$ cat src/rtl/alu_div_pkg.sv
// Shared ALU arithmetic package.
// Holds the default datapath width (shared by the sequential multiplier and
// divider) and the FSM state encoding used by the sequential divider.
package alu_pkg;

  // Default datapath width for the ALU arithmetic group.
  localparam int ALU_WIDTH = 8;

  // Sequential divider control states.
  typedef enum logic [2:0] {
    ST_IDLE = 3'd0,
    ST_LOAD = 3'd1,
    ST_CALC = 3'd2,
    ST_FIX  = 3'd3,
    ST_DONE = 3'd4
  } div_state_e;

endpackage

$ cat src/rtl/alu_div_if.sv
// Start/done handshake bundle for the sequential divider.
// master: the ALU control sequencer (drives start, a, b).
// slave : the divider (drives quotient, remainder and status flags).
//   start        request, sampled by the divider only while idle
//   a, b         signed dividend / divisor
//   quotient     signed quotient
//   remainder    signed remainder
//   done         one-cycle completion pulse
//   busy         divider not idle
//   div_by_zero  result flag, valid with done
//   overflow     result flag for most-negative / -1
interface alu_div_if #(
  parameter int WIDTH = alu_pkg::ALU_WIDTH
);
  logic             start;
  logic [WIDTH-1:0] a;
  logic [WIDTH-1:0] b;
  logic [WIDTH-1:0] quotient;
  logic [WIDTH-1:0] remainder;
  logic             done;
  logic             busy;
  logic             div_by_zero;
  logic             overflow;

  modport master (
    output start, a, b,
    input  quotient, remainder, done, busy, div_by_zero, overflow
  );

  modport slave (
    input  start, a, b,
    output quotient, remainder, done, busy, div_by_zero, overflow
  );
endinterface

$ cat src/rtl/alu_div_step.sv
// One restoring-division iteration (purely combinational).
// Ports:
//   r_i      partial remainder, WIDTH+1 bits
//   q_i      quotient / dividend shift register, WIDTH bits
//   abs_b_i  divisor magnitude, WIDTH bits
//   r_o      next partial remainder
//   q_o      next shift register value (new quotient bit in LSB)
module alu_div_step #(
  parameter int WIDTH = 8
) (
  input  logic [WIDTH:0]   r_i,
  input  logic [WIDTH-1:0] q_i,
  input  logic [WIDTH-1:0] abs_b_i,
  output logic [WIDTH:0]   r_o,
  output logic [WIDTH-1:0] q_o
);

  logic [WIDTH:0]   r_sh_s;
  logic [WIDTH-1:0] q_sh_s;
  logic [WIDTH:0]   t_s;

  // Shift {R,Q} left by one, trial-subtract the divisor, restore on borrow.
  // R stays below |b| <= 2^(WIDTH-1), so the shifted R fits in WIDTH bits
  // and the MSB of T is a reliable sign bit.
  always_comb begin
    r_sh_s = {r_i[WIDTH-1:0], q_i[WIDTH-1]};
    q_sh_s = {q_i[WIDTH-2:0], 1'b0};
    t_s    = r_sh_s - {1'b0, abs_b_i};
    if (t_s[WIDTH] == 1'b0) begin
      r_o = t_s;
      q_o = {q_sh_s[WIDTH-1:1], 1'b1};
    end else begin
      r_o = r_sh_s;
      q_o = q_sh_s;
    end
  end

endmodule

$ cat src/rtl/alu_div.sv
// Sequential signed integer divider (restoring, one iteration per clock).
// Divides magnitudes, then applies truncate-toward-zero sign correction.
// Ports:
//   clk    rising-edge clock
//   reset  synchronous, active-high
//   bus    alu_div_if slave: start/a/b in; quotient/remainder/done/busy/
//          div_by_zero/overflow out (all outputs registered, reset to 0)
// Latency: done rises WIDTH+2 edges after the accepting edge (1 edge for
// divide by zero); busy falls one edge after done.
module alu_div
  import alu_pkg::*;
#(
  parameter int WIDTH = ALU_WIDTH
) (
  input  logic     clk,
  input  logic     reset,
  alu_div_if.slave bus
);

  localparam int              CW   = $clog2(WIDTH) + 1;
  localparam logic [CW-1:0]   LAST = CW'(WIDTH - 1);
  localparam logic [WIDTH-1:0] MOST_NEG = {1'b1, {(WIDTH-1){1'b0}}};

  div_state_e       state_q, state_d;
  logic [WIDTH-1:0] a_q, a_d;
  logic [WIDTH-1:0] b_q, b_d;
  logic             sign_a_q, sign_a_d;
  logic             sign_b_q, sign_b_d;
  logic [WIDTH-1:0] abs_b_q, abs_b_d;
  logic [WIDTH:0]   r_q, r_d;
  logic [WIDTH-1:0] q_q, q_d;
  logic [CW-1:0]    cnt_q, cnt_d;
  logic [WIDTH-1:0] quotient_q, quotient_d;
  logic [WIDTH-1:0] remainder_q, remainder_d;
  logic             done_q, done_d;
  logic             busy_q, busy_d;
  logic             dz_q, dz_d;
  logic             ov_q, ov_d;

  logic [WIDTH:0]   step_r_s;
  logic [WIDTH-1:0] step_q_s;

  alu_div_step #(.WIDTH(WIDTH)) u_step (
    .r_i     (r_q),
    .q_i     (q_q),
    .abs_b_i (abs_b_q),
    .r_o     (step_r_s),
    .q_o     (step_q_s)
  );

  // Next-state, datapath and output-register computation.
  always_comb begin
    state_d     = state_q;
    a_d         = a_q;
    b_d         = b_q;
    sign_a_d    = sign_a_q;
    sign_b_d    = sign_b_q;
    abs_b_d     = abs_b_q;
    r_d         = r_q;
    q_d         = q_q;
    cnt_d       = cnt_q;
    quotient_d  = quotient_q;
    remainder_d = remainder_q;
    dz_d        = dz_q;
    ov_d        = ov_q;
    done_d      = 1'b0;

    case (state_q)
      ST_IDLE: begin
        // Operands are frozen on the accepting edge.
        if (bus.start) begin
          state_d = ST_LOAD;
          a_d     = bus.a;
          b_d     = bus.b;
        end else begin
          state_d = ST_IDLE;
        end
      end

      ST_LOAD: begin
        sign_a_d = a_q[WIDTH-1];
        sign_b_d = b_q[WIDTH-1];
        if (b_q == '0) begin
          state_d     = ST_DONE;
          quotient_d  = '1;
          remainder_d = a_q;
          dz_d        = 1'b1;
          ov_d        = 1'b0;
          done_d      = 1'b1;
        end else begin
          state_d = ST_CALC;
          // Unsigned view of the negation: |most-negative| still fits.
          abs_b_d = b_q[WIDTH-1] ? -b_q : b_q;
          q_d     = a_q[WIDTH-1] ? -a_q : a_q;
          r_d     = '0;
          cnt_d   = '0;
        end
      end

      ST_CALC: begin
        r_d   = step_r_s;
        q_d   = step_q_s;
        cnt_d = cnt_q + CW'(1);
        if (cnt_q == LAST) begin
          state_d = ST_FIX;
        end else begin
          state_d = ST_CALC;
        end
      end

      ST_FIX: begin
        state_d     = ST_DONE;
        quotient_d  = (sign_a_q ^ sign_b_q) ? -q_q : q_q;
        remainder_d = sign_a_q ? -r_q[WIDTH-1:0] : r_q[WIDTH-1:0];
        ov_d        = (a_q == MOST_NEG) && (b_q == '1);
        dz_d        = 1'b0;
        done_d      = 1'b1;
      end

      ST_DONE: begin
        state_d = ST_IDLE;
      end

      default: begin
        state_d = ST_IDLE;
      end
    endcase

    busy_d = (state_d != ST_IDLE);
  end

  // State and output registers with synchronous reset.
  always_ff @(posedge clk) begin
    if (reset) begin
      state_q     <= ST_IDLE;
      a_q         <= '0;
      b_q         <= '0;
      sign_a_q    <= 1'b0;
      sign_b_q    <= 1'b0;
      abs_b_q     <= '0;
      r_q         <= '0;
      q_q         <= '0;
      cnt_q       <= '0;
      quotient_q  <= '0;
      remainder_q <= '0;
      done_q      <= 1'b0;
      busy_q      <= 1'b0;
      dz_q        <= 1'b0;
      ov_q        <= 1'b0;
    end else begin
      state_q     <= state_d;
      a_q         <= a_d;
      b_q         <= b_d;
      sign_a_q    <= sign_a_d;
      sign_b_q    <= sign_b_d;
      abs_b_q     <= abs_b_d;
      r_q         <= r_d;
      q_q         <= q_d;
      cnt_q       <= cnt_d;
      quotient_q  <= quotient_d;
      remainder_q <= remainder_d;
      done_q      <= done_d;
      busy_q      <= busy_d;
      dz_q        <= dz_d;
      ov_q        <= ov_d;
    end
  end

  assign bus.quotient    = quotient_q;
  assign bus.remainder   = remainder_q;
  assign bus.done        = done_q;
  assign bus.busy        = busy_q;
  assign bus.div_by_zero = dz_q;
  assign bus.overflow    = ov_q;

endmodule
$ cat src/flat_wrapper.sv
// flat-port wrapper written by rule: the top's interface ports become plain ports
module alu_div_flat import alu_pkg::*;
#(
  parameter int WIDTH = ALU_WIDTH
)
  (clk, reset, bus_start, bus_a, bus_b, bus_quotient, bus_remainder, bus_done, bus_busy, bus_div_by_zero, bus_overflow);
  alu_div_if #(.WIDTH(WIDTH)) bus_i ();
  input  logic clk;
  input  logic reset;
  input wire logic [$bits(bus_i.start)-1:0] bus_start;
  input wire logic [$bits(bus_i.a)-1:0] bus_a;
  input wire logic [$bits(bus_i.b)-1:0] bus_b;
  output wire logic [$bits(bus_i.quotient)-1:0] bus_quotient;
  output wire logic [$bits(bus_i.remainder)-1:0] bus_remainder;
  output wire logic [$bits(bus_i.done)-1:0] bus_done;
  output wire logic [$bits(bus_i.busy)-1:0] bus_busy;
  output wire logic [$bits(bus_i.div_by_zero)-1:0] bus_div_by_zero;
  output wire logic [$bits(bus_i.overflow)-1:0] bus_overflow;
  assign bus_i.start = bus_start;
  assign bus_i.a = bus_a;
  assign bus_i.b = bus_b;
  assign bus_quotient = bus_i.quotient;
  assign bus_remainder = bus_i.remainder;
  assign bus_done = bus_i.done;
  assign bus_busy = bus_i.busy;
  assign bus_div_by_zero = bus_i.div_by_zero;
  assign bus_overflow = bus_i.overflow;
  alu_div #(.WIDTH(WIDTH)) u_core (.clk(clk), .reset(reset), .bus(bus_i));
endmodule
$ cat config.mk
export PLATFORM = sky130hd
export DESIGN_NAME = alu_div_flat
export DESIGN_NICKNAME = d
export VERILOG_FILES = /design/src/rtl/alu_div_pkg.sv /design/src/rtl/alu_div_if.sv /design/src/rtl/alu_div_step.sv /design/src/rtl/alu_div.sv /design/src/flat_wrapper.sv
export SDC_FILE = /design/constraint.sdc
export NUM_CORES = 1
export LEC_CHECK = 0
export CORE_MARGIN = 1.5
export CORE_UTILIZATION = 58
export DETAILED_ROUTE_END_ITERATION = 12
export GPL_ROUTABILITY_DRIVEN = 0
export MAX_ROUTING_LAYER = met4
export PLACE_DENSITY_LB_ADDON = 0.2
export SLEW_MARGIN = 40
export SYNTH_ARGS = -nofsm -noshare
export SYNTH_HDL_FRONTEND = slang
export SYNTH_SLANG_ARGS = --single-unit
$ cat constraint.sdc
create_clock -name clk -period 4 [get_ports clk]
set_input_delay 0.4 -clock clk [delete_from_list [all_inputs] [get_ports clk]]
set_output_delay 0.4 -clock clk [all_outputs]
set_load 0.01 [all_outputs]
==> run summary <==
Setup crit end kind: flip-flop
clk root buf: clkbuf_8
# fillers: 522
initial antenna violation count: 0
# H-tree levels: 3
Final Util: 0.683
num ports: 39
worst reg-to-reg path cell count: 9
Ys Warns: 0
Rows: 29
Mapped Area: 3730 um2
minimum hold slack: 0.456 ns
worst setup path category: reg2reg
Fin. Hold Viols: 0
non-filler cells, final: 563
RR Endpoint: u_core.r_q[0]$_SDFFE_PP0P_
Chip Width: 83.2 um
Highest Clock Rate: 357 MHz
Finish-stage setup viols: 0
RSZ-0062 raised after global routing: false
Die ar.: 6930 um2
Hold EP: u_core.bus.remainder[7]$_SDFFE_PP0P_
number of CTS-inserted buffers: 9
hold buffer count at CTS: 0
port bufs: 38
Area growth syn-to-layout: 14.9%
starting density of the core: 0.595
setup_tns: 0 ns
clock skew: 0.00747 ns
worst rel slew slack: 0.497
die height: 83.2 um
share of cells above drive strength 1: 0.0864
nets: 515
Worst Max-Slew Pin Slew: 0.754 ns
Power, Total: 1.82 mW
Total Wirelength: 8250 um
worst-skew pair later-pin latency: 0.36 ns
Antenna diodes: 0
Area contributors post-synth: dfxtp_1 (37%), nand2_1 (7.3%), a21oi_1 (5.6%)
total global-route track usage: 0.262
routed vias/inst: 5.78
Post-CTS Setup Repair Bufs: 0
pre-CTS WS: 1.20 ns
register bit count reported by yosys: 69
post-route ant nets: 0
Pins Over Slew Limit: 0
share of the synthesized area in the top cell type: 0.370
cell total after placement: 547
Post-synth EDFFs: 0
largest net degree at the start of global routing: 41
CTS Buffer Depth: 2
flop-to-flop setup slack: 1.20 ns
Worst Slack Setup Final: 1.20 ns
Placed Instance Area: 4080 um2
Yosys top cell by area: dfxtp_1
Main synth FF type: dfxtp_1
sequential area share after synthesis: 0.370
CTS sink count: 69
Hold Crit Class: reg2reg
# DRC: 0
Post-Syn Nets: 492
VDD IR max: 0.242 mV
Syn Inst Count: 458
HPWL Detailed: 5840 um
Avg Cell Area, Syn: 8.15 um2
Power Density: 425 nW/um2
GR Overflow Total: 0
Post-synth ARST share: 0
Max Cap Violations: 0
startpoint types: flip-flop
Yosys cell types: 59
post-cts resize count: 0
vias in the first global route: 3001
Crit path arrival time: 3.05 ns
CTS clock-pin slew for the worst setup and hold paths: 0.08 ns
post-route cell area: 4290 um2
core area: 6280 um2
TritonCTS clock tree: yes
post-layout min period: 2.80 ns
Critical Path Fanout Max: 11
first-pass GRT wire length: 14300 um
DRT Pass-1 Iters: 5
Final period util: 0.700
run status: completed
Reg-to-Reg Start: u_core.q_q[7]$_SDFFE_PP0P_
via count: 3252
Hold Crit Depth: 2
HP Start: u_core.bus.remainder[7]$_SDFFE_PP0P_
First DRT Iteration DRCs: 187
critical path required time: 4.25 ns
Lkg Pwr: 1.52 nW
mean routed wirelength per cell: 14.7 um
-- how the worst max path moves through the flow --
| stage | start | end |
|---|---|---|
| 6_report | u_core.q_q[7]$_SDFFE_PP0P_ | u_core.r_q[0]$_SDFFE_PP0P_ |
| 5_1_grt | u_core.q_q[7]$_SDFFE_PP0P_ | u_core.r_q[1]$_SDFFE_PP0P_ |
| 4_1_cts | u_core.q_q[7]$_SDFFE_PP0P_ | u_core.r_q[0]$_SDFFE_PP0P_ |
| 3_5_place_dp | u_core.q_q[7]$_SDFFE_PP0P_ | u_core.r_q[1]$_SDFFE_PP0P_ |
| 3_3_place_gp | u_core.q_q[7]$_SDFFE_PP0P_ | u_core.r_q[1]$_SDFFE_PP0P_ |
| 2_1_floorplan | u_core.q_q[7]$_SDFFE_PP0P_ | u_core.r_q[1]$_SDFFE_PP0P_ |
-- cell families after synthesis --
logic type / synth area share
xor gates and xnor gates: 0.0610
muxes: 0.0188
and+or+nand+nor: 0.234
buffers and inverters: 0.0583
AOI/OAI and AO/OA: 0.206
DFF: 0.370
adders and majority gates: 0.0523
-- critical path, stage by stage, from the launching register on --
cell and delay, ns:
dfxtp_1 0.34, inv_1 0.08, ha_1 0.23, fa_1 0.38, nand2b_1 0.19, a21oi_1 0.33, a31oi_1 0.14, or3b_1 0.60
mux2i_1 0.19, a22o_1 0.21
-- metal layers --
layer | vias to the layer above | part of all wire | GRT usage
li1 | 1637 | - | -
met1 | 1511 | 0.47 | 0.343
met2 | 88 | 0.46 | 0.412
met3 | 16 | 0.049 | 0.0517
met4 | 0 | 0.015 | 0.0803
met5 | - | 0 | -
-- synth_stat cells (4+ instances only) --
cell / number
o211ai_1: 7
buf_6: 4
clkbuf_1: 18
a21oi_1: 42
a211oi_1: 10
inv_1: 20
nor2b_1: 6
mux2i_1: 7
nor2_1: 47
o31ai_1: 5
nor3_1: 8
or3_1: 4
nand3_1: 5
nor4_1: 4
a211oi_2: 7
or2_2: 4
nand4_1: 6
ha_1: 14
nand2b_1: 12
nand2_1: 73
xor2_1: 8
o21ai_0: 14
dfxtp_1: 69
xnor2_1: 18
-- layout by cell type, fill, tap and decap left out, drive strengths merged, types with 6 or more instances in the layout --
master         synthesis  final
nor3                   9      9
clkdlybuf4s50          0     37
inv                   20     20
o21ai                 17     17
nand2                 73     73
dfxtp                 69     69
nand4                  6      6
clkbuf                18     11
a211oi                17     17
o211ai                 7      7
xnor2                 18     18
nand2b                12     12
mux2i                  7      7
nor2                  48     48
nor2b                  6      6
xor2                   8      8
a21oi                 43     43
ha                    14     14
-- layout make-up --
cell class / count / area [um2] / area share
multi-input cells: 341 / 2140 / 0.498
flip-flops and latches: 69 / 1380 / 0.322
inverters: 20 / 75.1 / 0.0175
clock buffers: 11 / 151 / 0.0353
well taps: 77 / 96.3 / 0.0225
repair buffers: 40 / 390 / 0.0910
clock inverters: 5 / 58.8 / 0.0137
-- power by group --
part / switching (mW) / total (mW) / internal, mW / leakage [nW]
registers: 0.0581 / 0.793 / 0.735 / 0.561
clock network: 0.278 / 0.600 / 0.322 / 0.102
logic: 0.235 / 0.431 / 0.196 / 0.852
-- sequential cells by signal, indices dropped and copies added (netlist names), 3 cells and up --
signal,cells
u_core.a_q,8
u_core.abs_b_q,8
u_core.b_q,8
u_core.bus.quotient,8
u_core.bus.remainder,8
u_core.cnt_q,4
u_core.q_q,8
u_core.r_q,8
u_core.state_q,3
Note: power is estimated with default switching activity, not from simulation.
